**config.mk**
```make
export PLATFORM = sky130hd
export DESIGN_NAME = mdu_iter_flat
export DESIGN_NICKNAME = d
export VERILOG_FILES = /design/src/rtl/mdu_pkg.sv /design/src/rtl/mdu_iter_if.sv /design/src/rtl/mdu_div_step.sv /design/src/rtl/mdu_iter.sv /design/src/flat_wrapper.sv
export SDC_FILE = /design/constraint.sdc
export NUM_CORES = 1
export LEC_CHECK = 0
export BUFFER_PORTS_ARGS = -buffer_cell sky130_fd_sc_hd__buf_2
export CORE_ASPECT_RATIO = 2
export CORE_MARGIN = 8
export CORE_UTILIZATION = 28
export DETAILED_ROUTE_END_ITERATION = 7
export GPL_TIMING_DRIVEN = 0
export PLACE_DENSITY = 0.55
export SETUP_SLACK_MARGIN = 0.05
export SLEW_MARGIN = 10
export SYNTH_ARGS = -nofsm -noshare
export SYNTH_HDL_FRONTEND = slang
export SYNTH_SLANG_ARGS = --single-unit
```
**constraint.sdc**
```tcl
create_clock -name clk -period 3.68 [get_ports clk]
set_input_delay 0.184 -clock clk [delete_from_list [all_inputs] [get_ports clk]]
set_output_delay 0.184 -clock clk [all_outputs]
set_load 0.05 [all_outputs]
```
**src/rtl/mdu_pkg.sv**
```systemverilog
// mdu_pkg: op codes, FSM states and the conditional-negate helper shared by mdu_iter
package mdu_pkg;
  localparam int MAX_W = 128;
  localparam logic [2:0] OP_MULT  = 3'b000;
  localparam logic [2:0] OP_MULTU = 3'b001;
  localparam logic [2:0] OP_DIV   = 3'b010;
  localparam logic [2:0] OP_DIVU  = 3'b011;
  localparam logic [2:0] OP_MTHI  = 3'b100;
  localparam logic [2:0] OP_MTLO  = 3'b101;
  typedef enum logic [1:0] {ST_IDLE, ST_RUN, ST_FIX} state_t;
  function automatic logic [MAX_W-1:0] cneg(input logic [MAX_W-1:0] x, input logic s);
    return s ? -x : x;
  endfunction
endpackage

```
**src/rtl/mdu_iter_if.sv**
```systemverilog
// mdu_iter_if: request/result bundle between the EX stage and mdu_iter
interface mdu_iter_if #(parameter int WIDTH = 32);
  logic start, cancel, busy, done, div_by_zero;
  logic [2:0] op;
  logic [WIDTH-1:0] op1, op2, hi, lo;
  modport master (output start, op, op1, op2, cancel, input busy, done, div_by_zero, hi, lo);
  modport slave (input start, op, op1, op2, cancel, output busy, done, div_by_zero, hi, lo);
endinterface

```
**src/rtl/mdu_div_step.sv**
```systemverilog
// mdu_div_step: one combinational restoring-divide step (shift in a dividend bit, try subtract)
module mdu_div_step #(parameter int WIDTH = 32) (
  input  logic [WIDTH-1:0] rem,
  input  logic             q_in,
  input  logic [WIDTH-1:0] divisor,
  output logic [WIDTH-1:0] rem_next,
  output logic             q_bit
);
  logic [WIDTH:0] sh;
  // the difference always fits WIDTH bits when the subtract succeeds, since rem < divisor
  always_comb begin
    sh = {rem, q_in};
    q_bit = sh >= {1'b0, divisor};
    rem_next = q_bit ? WIDTH'(sh - {1'b0, divisor}) : sh[WIDTH-1:0];
  end
endmodule

```
**src/rtl/mdu_iter.sv**
```systemverilog
// mdu_iter: iterative MULT/MULTU/DIV/DIVU unit owning HI/LO; MDU_FAST_MUL_EN gives single-cycle multiply
module mdu_iter import mdu_pkg::*; #(
  parameter int WIDTH = 32,
  parameter int CNT_W = $clog2(WIDTH)
) (
  input logic clk,
  input logic rst_n,
  mdu_iter_if.slave bus
);
  state_t state;
  logic [CNT_W-1:0] cnt;
  logic [WIDTH-1:0] d, r, q, rem_next, a_abs, b_abs, quo, rem, hi_q, lo_q;
  logic [WIDTH:0] sum;
  logic [2*WIDTH-1:0] prod;
  logic [MAX_W-1:0] a_x, b_x, prod_x, quo_x, rem_x;
  logic is_div, sgn_q, sgn_r, dz, q_bit, sop, md_op, div_op, busy_q, done_q, dz_q, unused_bits;
  mdu_div_step #(.WIDTH(WIDTH)) u_step (
    .rem(r), .q_in(q[WIDTH-1]), .divisor(d), .rem_next(rem_next), .q_bit(q_bit)
  );
  // operand decode, magnitudes, multiply step and final sign correction
  always_comb begin
    sop = bus.op == OP_MULT || bus.op == OP_DIV;
    div_op = bus.op == OP_DIV || bus.op == OP_DIVU;
    md_op = sop || bus.op == OP_MULTU || bus.op == OP_DIVU;
    a_x = cneg(MAX_W'(bus.op1), sop && bus.op1[WIDTH-1]);
    b_x = cneg(MAX_W'(bus.op2), sop && bus.op2[WIDTH-1]);
    a_abs = a_x[WIDTH-1:0];
    b_abs = b_x[WIDTH-1:0];
    sum = {1'b0, r} + (q[0] ? {1'b0, d} : '0);
    prod_x = cneg(MAX_W'({r, q}), sgn_q);
    quo_x = cneg(MAX_W'(q), sgn_q);
    rem_x = cneg(MAX_W'(r), sgn_r);
    prod = prod_x[2*WIDTH-1:0];
    quo = dz ? '1 : quo_x[WIDTH-1:0];
    rem = rem_x[WIDTH-1:0];
  end
  assign unused_bits = ^{a_x[MAX_W-1:WIDTH], b_x[MAX_W-1:WIDTH], prod_x[MAX_W-1:2*WIDTH],
                         quo_x[MAX_W-1:WIDTH], rem_x[MAX_W-1:WIDTH]};
`ifdef MDU_FAST_MUL_EN
  logic [2*WIDTH-1:0] fast_p;
  logic [MAX_W-1:0] fast_x;
  logic unused_fast;
  assign fast_p = (2*WIDTH)'(a_abs) * (2*WIDTH)'(b_abs);
  assign fast_x = cneg(MAX_W'(fast_p), sop && (bus.op1[WIDTH-1] ^ bus.op2[WIDTH-1]));
  assign unused_fast = ^fast_x[MAX_W-1:2*WIDTH];
`endif
  // control FSM: capture in IDLE, one radix-2 step per RUN cycle, sign fix and writeback in FIX
  always_ff @(posedge clk or negedge rst_n)
    if (!rst_n) begin
      state <= ST_IDLE;
      cnt <= '0;
      d <= '0;
      r <= '0;
      q <= '0;
      is_div <= 1'b0;
      sgn_q <= 1'b0;
      sgn_r <= 1'b0;
      dz <= 1'b0;
      hi_q <= '0;
      lo_q <= '0;
      busy_q <= 1'b0;
      done_q <= 1'b0;
      dz_q <= 1'b0;
    end else begin
      done_q <= 1'b0;
      dz_q <= 1'b0;
      case (state)
        ST_IDLE: if (bus.start && !bus.cancel) begin
          if (bus.op == OP_MTHI) begin
            hi_q <= bus.op1;
            done_q <= 1'b1;
          end else if (bus.op == OP_MTLO) begin
            lo_q <= bus.op1;
            done_q <= 1'b1;
`ifdef MDU_FAST_MUL_EN
          end else if (md_op && !div_op) begin
            {hi_q, lo_q} <= fast_x[2*WIDTH-1:0];
            done_q <= 1'b1;
`endif
          end else if (md_op) begin
            state <= ST_RUN;
            busy_q <= 1'b1;
            cnt <= CNT_W'(WIDTH-1);
            is_div <= div_op;
            sgn_q <= sop && (bus.op1[WIDTH-1] ^ bus.op2[WIDTH-1]);
            sgn_r <= sop && bus.op1[WIDTH-1];
            dz <= div_op && bus.op2 == '0;
            r <= '0;
            d <= div_op ? b_abs : a_abs;
            q <= div_op ? a_abs : b_abs;
          end
        end
        ST_RUN: if (bus.cancel) begin
          state <= ST_IDLE;
          busy_q <= 1'b0;
        end else begin
          r <= is_div ? rem_next : sum[WIDTH:1];
          q <= is_div ? {q[WIDTH-2:0], q_bit} : {sum[0], q[WIDTH-1:1]};
          cnt <= cnt - 1'b1;
          if (cnt == '0) state <= ST_FIX;
        end
        ST_FIX: begin
          state <= ST_IDLE;
          busy_q <= 1'b0;
          if (!bus.cancel) begin
            {hi_q, lo_q} <= is_div ? {rem, quo} : prod;
            done_q <= 1'b1;
            dz_q <= dz;
          end
        end
        default: begin
          state <= ST_IDLE;
          busy_q <= 1'b0;
        end
      endcase
    end
  assign bus.busy = busy_q;
  assign bus.done = done_q;
  assign bus.div_by_zero = dz_q;
  assign bus.hi = hi_q;
  assign bus.lo = lo_q;
endmodule

```
**src/flat_wrapper.sv**
```systemverilog
// flat-port wrapper written by rule: the top's interface ports become plain ports
module mdu_iter_flat import mdu_pkg::*;
#(
  parameter int WIDTH = 32,
  parameter int CNT_W = $clog2(WIDTH)
)
  (clk, rst_n, bus_start, bus_op, bus_op1, bus_op2, bus_cancel, bus_busy, bus_done, bus_div_by_zero, bus_hi, bus_lo);
  mdu_iter_if #(.WIDTH(WIDTH)) bus_i ();
  input logic clk;
  input logic rst_n;
  input wire logic [$bits(bus_i.start)-1:0] bus_start;
  input wire logic [$bits(bus_i.op)-1:0] bus_op;
  input wire logic [$bits(bus_i.op1)-1:0] bus_op1;
  input wire logic [$bits(bus_i.op2)-1:0] bus_op2;
  input wire logic [$bits(bus_i.cancel)-1:0] bus_cancel;
  output wire logic [$bits(bus_i.busy)-1:0] bus_busy;
  output wire logic [$bits(bus_i.done)-1:0] bus_done;
  output wire logic [$bits(bus_i.div_by_zero)-1:0] bus_div_by_zero;
  output wire logic [$bits(bus_i.hi)-1:0] bus_hi;
  output wire logic [$bits(bus_i.lo)-1:0] bus_lo;
  assign bus_i.start = bus_start;
  assign bus_i.op = bus_op;
  assign bus_i.op1 = bus_op1;
  assign bus_i.op2 = bus_op2;
  assign bus_i.cancel = bus_cancel;
  assign bus_busy = bus_i.busy;
  assign bus_done = bus_i.done;
  assign bus_div_by_zero = bus_i.div_by_zero;
  assign bus_hi = bus_i.hi;
  assign bus_lo = bus_i.lo;
  mdu_iter #(.WIDTH(WIDTH), .CNT_W(CNT_W)) u_core (.clk(clk), .rst_n(rst_n), .bus(bus_i));
endmodule
```
==> impl_metrics.ini <==
[floorplanning]
die_area_um2 = 61300
die_y_um = 342
die_w_um = 179
core_um2 = 52600
start_util_pct = 28.3
rows = 119
pin_count = 138

[clocking]
clkLatencyLatePin_ns = 0.48
cts.clk_slew.worst_paths_ns = 0.08
cts_tree = yes
numCtsBuffers = 17
cts.sink_count = 174
cts_max_level = 4
clockBufferDepth = 2
root_buffer = clkbuf_16

[yosys]
avgSynthCellArea_um2 = 7.75
synth_common_cells = nand2_1, o21ai_0, dfrtp_1
syn_inst = 1922
async_flop_share_pct = 100
yosysUniqueCellTypes = 75
ys_seq_elements = 174
yosysWarnings = 0
synth_nets = 2065
synth_top_area_cell = dfrtp_1
synth_area_um2 = 14900
synth_most_common_cell = nand2_1
ys.flop_type = dfrtp_1
ys_seq_area_share_pct = 29.2
synth.area.top_cells = dfrtp_1, nand2_1, o21ai_0
netlist.area_leader.share_pct = 29.2
synth_edf_count = 0

[critical_path]
cp_slowest_cell = dfrtp_1
required_ns = 4.03
crit_type = reg -> reg
r2r_start = u_core.r[17]
worstPathArrival_ns = 3.96
crit_fanout = 10
endpoint_kind = register
crit_end = u_core.r[28]
startpoint = u_core.r[17]
crit_chain = ha_1, a21oi_1, o2111ai_1, nand4_1, o211ai_1, a41oi_2, clkbuf_4, nor2_1, mux2i_4, a22oi_1
r2r_cells = 10
cp-start-kind = register
slowest_delay_ns = 0.65
reg2reg_setup_slack_ns = 0.07
r2r-end = u_core.r[28]

[detailed_routing]
wl_per_cell_um = 29.5
drt_iter0_drc = 1547
avgViaCountPerCell = 5.86
first_pass_iters = 6
antenna_left = 0
drcViolationCount = 0
wirelength_um = 81500
via_count = 16200

[global_routing]
grt_pass1_vias = 16200
grt_usage_pct = 26.2
grt_max_degree = 94
grt-ovfl-total = 0
antenna_found_initial = 0
grt_pass1_wl_um = 114000

[timing]
slew_viol_final = 0
skew_ns = 0.0161
fin_crit_ns = 3.61
slew_headroom_pct = 7.90
holdWs_ns = 0.0654
rsz0062_at_grt = true
clock.fmax_mhz = 277
fin_crit_sh_pct = 98.0
worst_slew_pin_slew_ns = 1.37
final.setup.tns_ns = 0
final-setup-viol-count = 0
hold_violations = 0

[final_layout]
synthToLayoutAreaGrowth_pct = 16.3
final_nets = 2231
drive_above_1_share_pct = 11.3

[power]
p_per_area_nw_per_um2 = 810
finalPower_mw = 14.0
leakage_nw = 7.37
ir_worst_vdd_mv = 0.425

[run_status]
status = complete, no violations

[placed_design]
portBuffers = 133
hpwl_um = 65200
gp_congestion = 1.02

[flow_run]
maxCapViolations = 0

[worst_hold_path]
hold_path.class = in -> reg
## cells in the final DEF, fill, tap and decap left out, types with 14 or more instances in the layout
cell type  instances
o31ai_1           25
nand3_1           30
inv_1             65
a22oi_1           15
and2_1            14
xnor2_1           94
nor2_1           169
o221ai_1          31
dfrtp_1          170
buf_4             14
xor2_1            79
nor2b_1           17
o22ai_1           41
a31oi_1           26
ha_1              69
nor4_1            19
mux2i_1           43
clkbuf_1         100
nor3_1            47
nand2_1          259
a211oi_1          19
o21ai_0          171
a21oi_1          132
nand2b_1          16
buf_2            134
a21o_1            31
clkbuf_16         17
## routing by layer
metal | wire length [µm] | track usage (%) | vias up
met4 | 9660 | 26.1 | 0
met1 | 24900 | 23.5 | 7810
li1 | - | - | 7308
met2 | 42600 | 47.9 | 765
met5 | 0 | 0 | -
met3 | 4340 | 3.75 | 329
## critical path: cells and delay by family (launching register included)
kind	cells	cell delay, ns
adder cells (fa/ha/maj)	1	0.39
AND/OR/NAND/NOR	2	0.24
flip-flops	1	0.65
multiplexers	1	0.22
AO/OA/AOI/OAI	5	1.57
buffers and inverters	1	0.38
## state kept, by name, summed over array words and instances (netlist names), 2 cells and up
register,flops
u_core.bus.hi,32
u_core.cnt,5
u_core.state,2
u_core.bus.lo,32
u_core.d,32
u_core.q,32
u_core.r,32
## timing repair
action,in CTS,in global routing
pin swaps,2,4
resized for setup,32,38
hold endpoints to repair,81,0
setup buffers,6,6
hold buffers,1,0
cloned,0,1
setup endpoints to repair,52,30
## layout make-up
| cell class | instances | area, µm² |
|---|---|---|
| buffer | 121 | 492 |
| timing repair buffer | 147 | 803 |
| multi-input combinational | 1561 | 10000 |
| sequential | 174 | 4360 |
| clock inverter | 13 | 106 |
| clock buffer | 19 | 443 |
| antenna | 1 | 2.50 |
| tap | 665 | 832 |
| inverter | 66 | 251 |
| fill | 5606 | 35200 |
## logic make-up (layout without fill, tap and decap cells)
family / after synthesis / after routing / share of synthesized area, %
AND/OR/NAND/NOR: 649 / 649 / 20.1
AO/OA/AOI/OAI: 622 / 623 / 26.5
buffers and inverters: 188 / 366 / 4.79
multiplexers: 44 / 44 / 2.96
flip-flops: 174 / 174 / 29.2
other: 0 / 1 / 0
XOR/XNOR: 173 / 173 / 10.2
adder cells (fa/ha/maj): 72 / 72 / 6.15
## where the power goes
group / switching (mW) / total [mW] / leakage [nW] / internal [mW]
clock network: 0.946 / 1.84 / 0.261 / 0.899
logic: 5.76 / 8.71 / 4.92 / 2.95
registers: 1.03 / 3.47 / 2.19 / 2.44
total: 7.74 / 14.0 / 7.37 / 6.28
## metrics by stage
stage | setup slack [ns] | util (%) | std cells | area (µm²)
2_1_floorplan | 0.361 | - | 1922 | 14900
3_3_place_gp | -1.59 | 31.2 | 2720 | 16400
3_5_place_dp | -1.56 | 31.2 | 2721 | 16400
4_1_cts | 0.00982 | 32.6 | 2759 | 17100
5_1_grt | 0.0295 | 32.9 | 2766 | 17300
6_report | 0.0722 | 32.9 | 2767 | 17300
## worst min path at each step
stage                                 from  slack [ns]  cells after the start                     end
after floorplan                      rst_n       -0.11                      0         u_core.bus.busy
after global placement    u_core.bus.lo[8]        0.46                      2        u_core.bus.lo[8]
after detailed placement             rst_n        0.22                      1       u_core.bus.hi[23]
after CTS                      bus_op2[30]        0.05                      4               u_core.dz
after global routing            bus_cancel        0.06                      2  u_core.bus.div_by_zero
final                          bus_op2[30]        0.07                      4               u_core.dz
(Power assumes the default switching activity.)
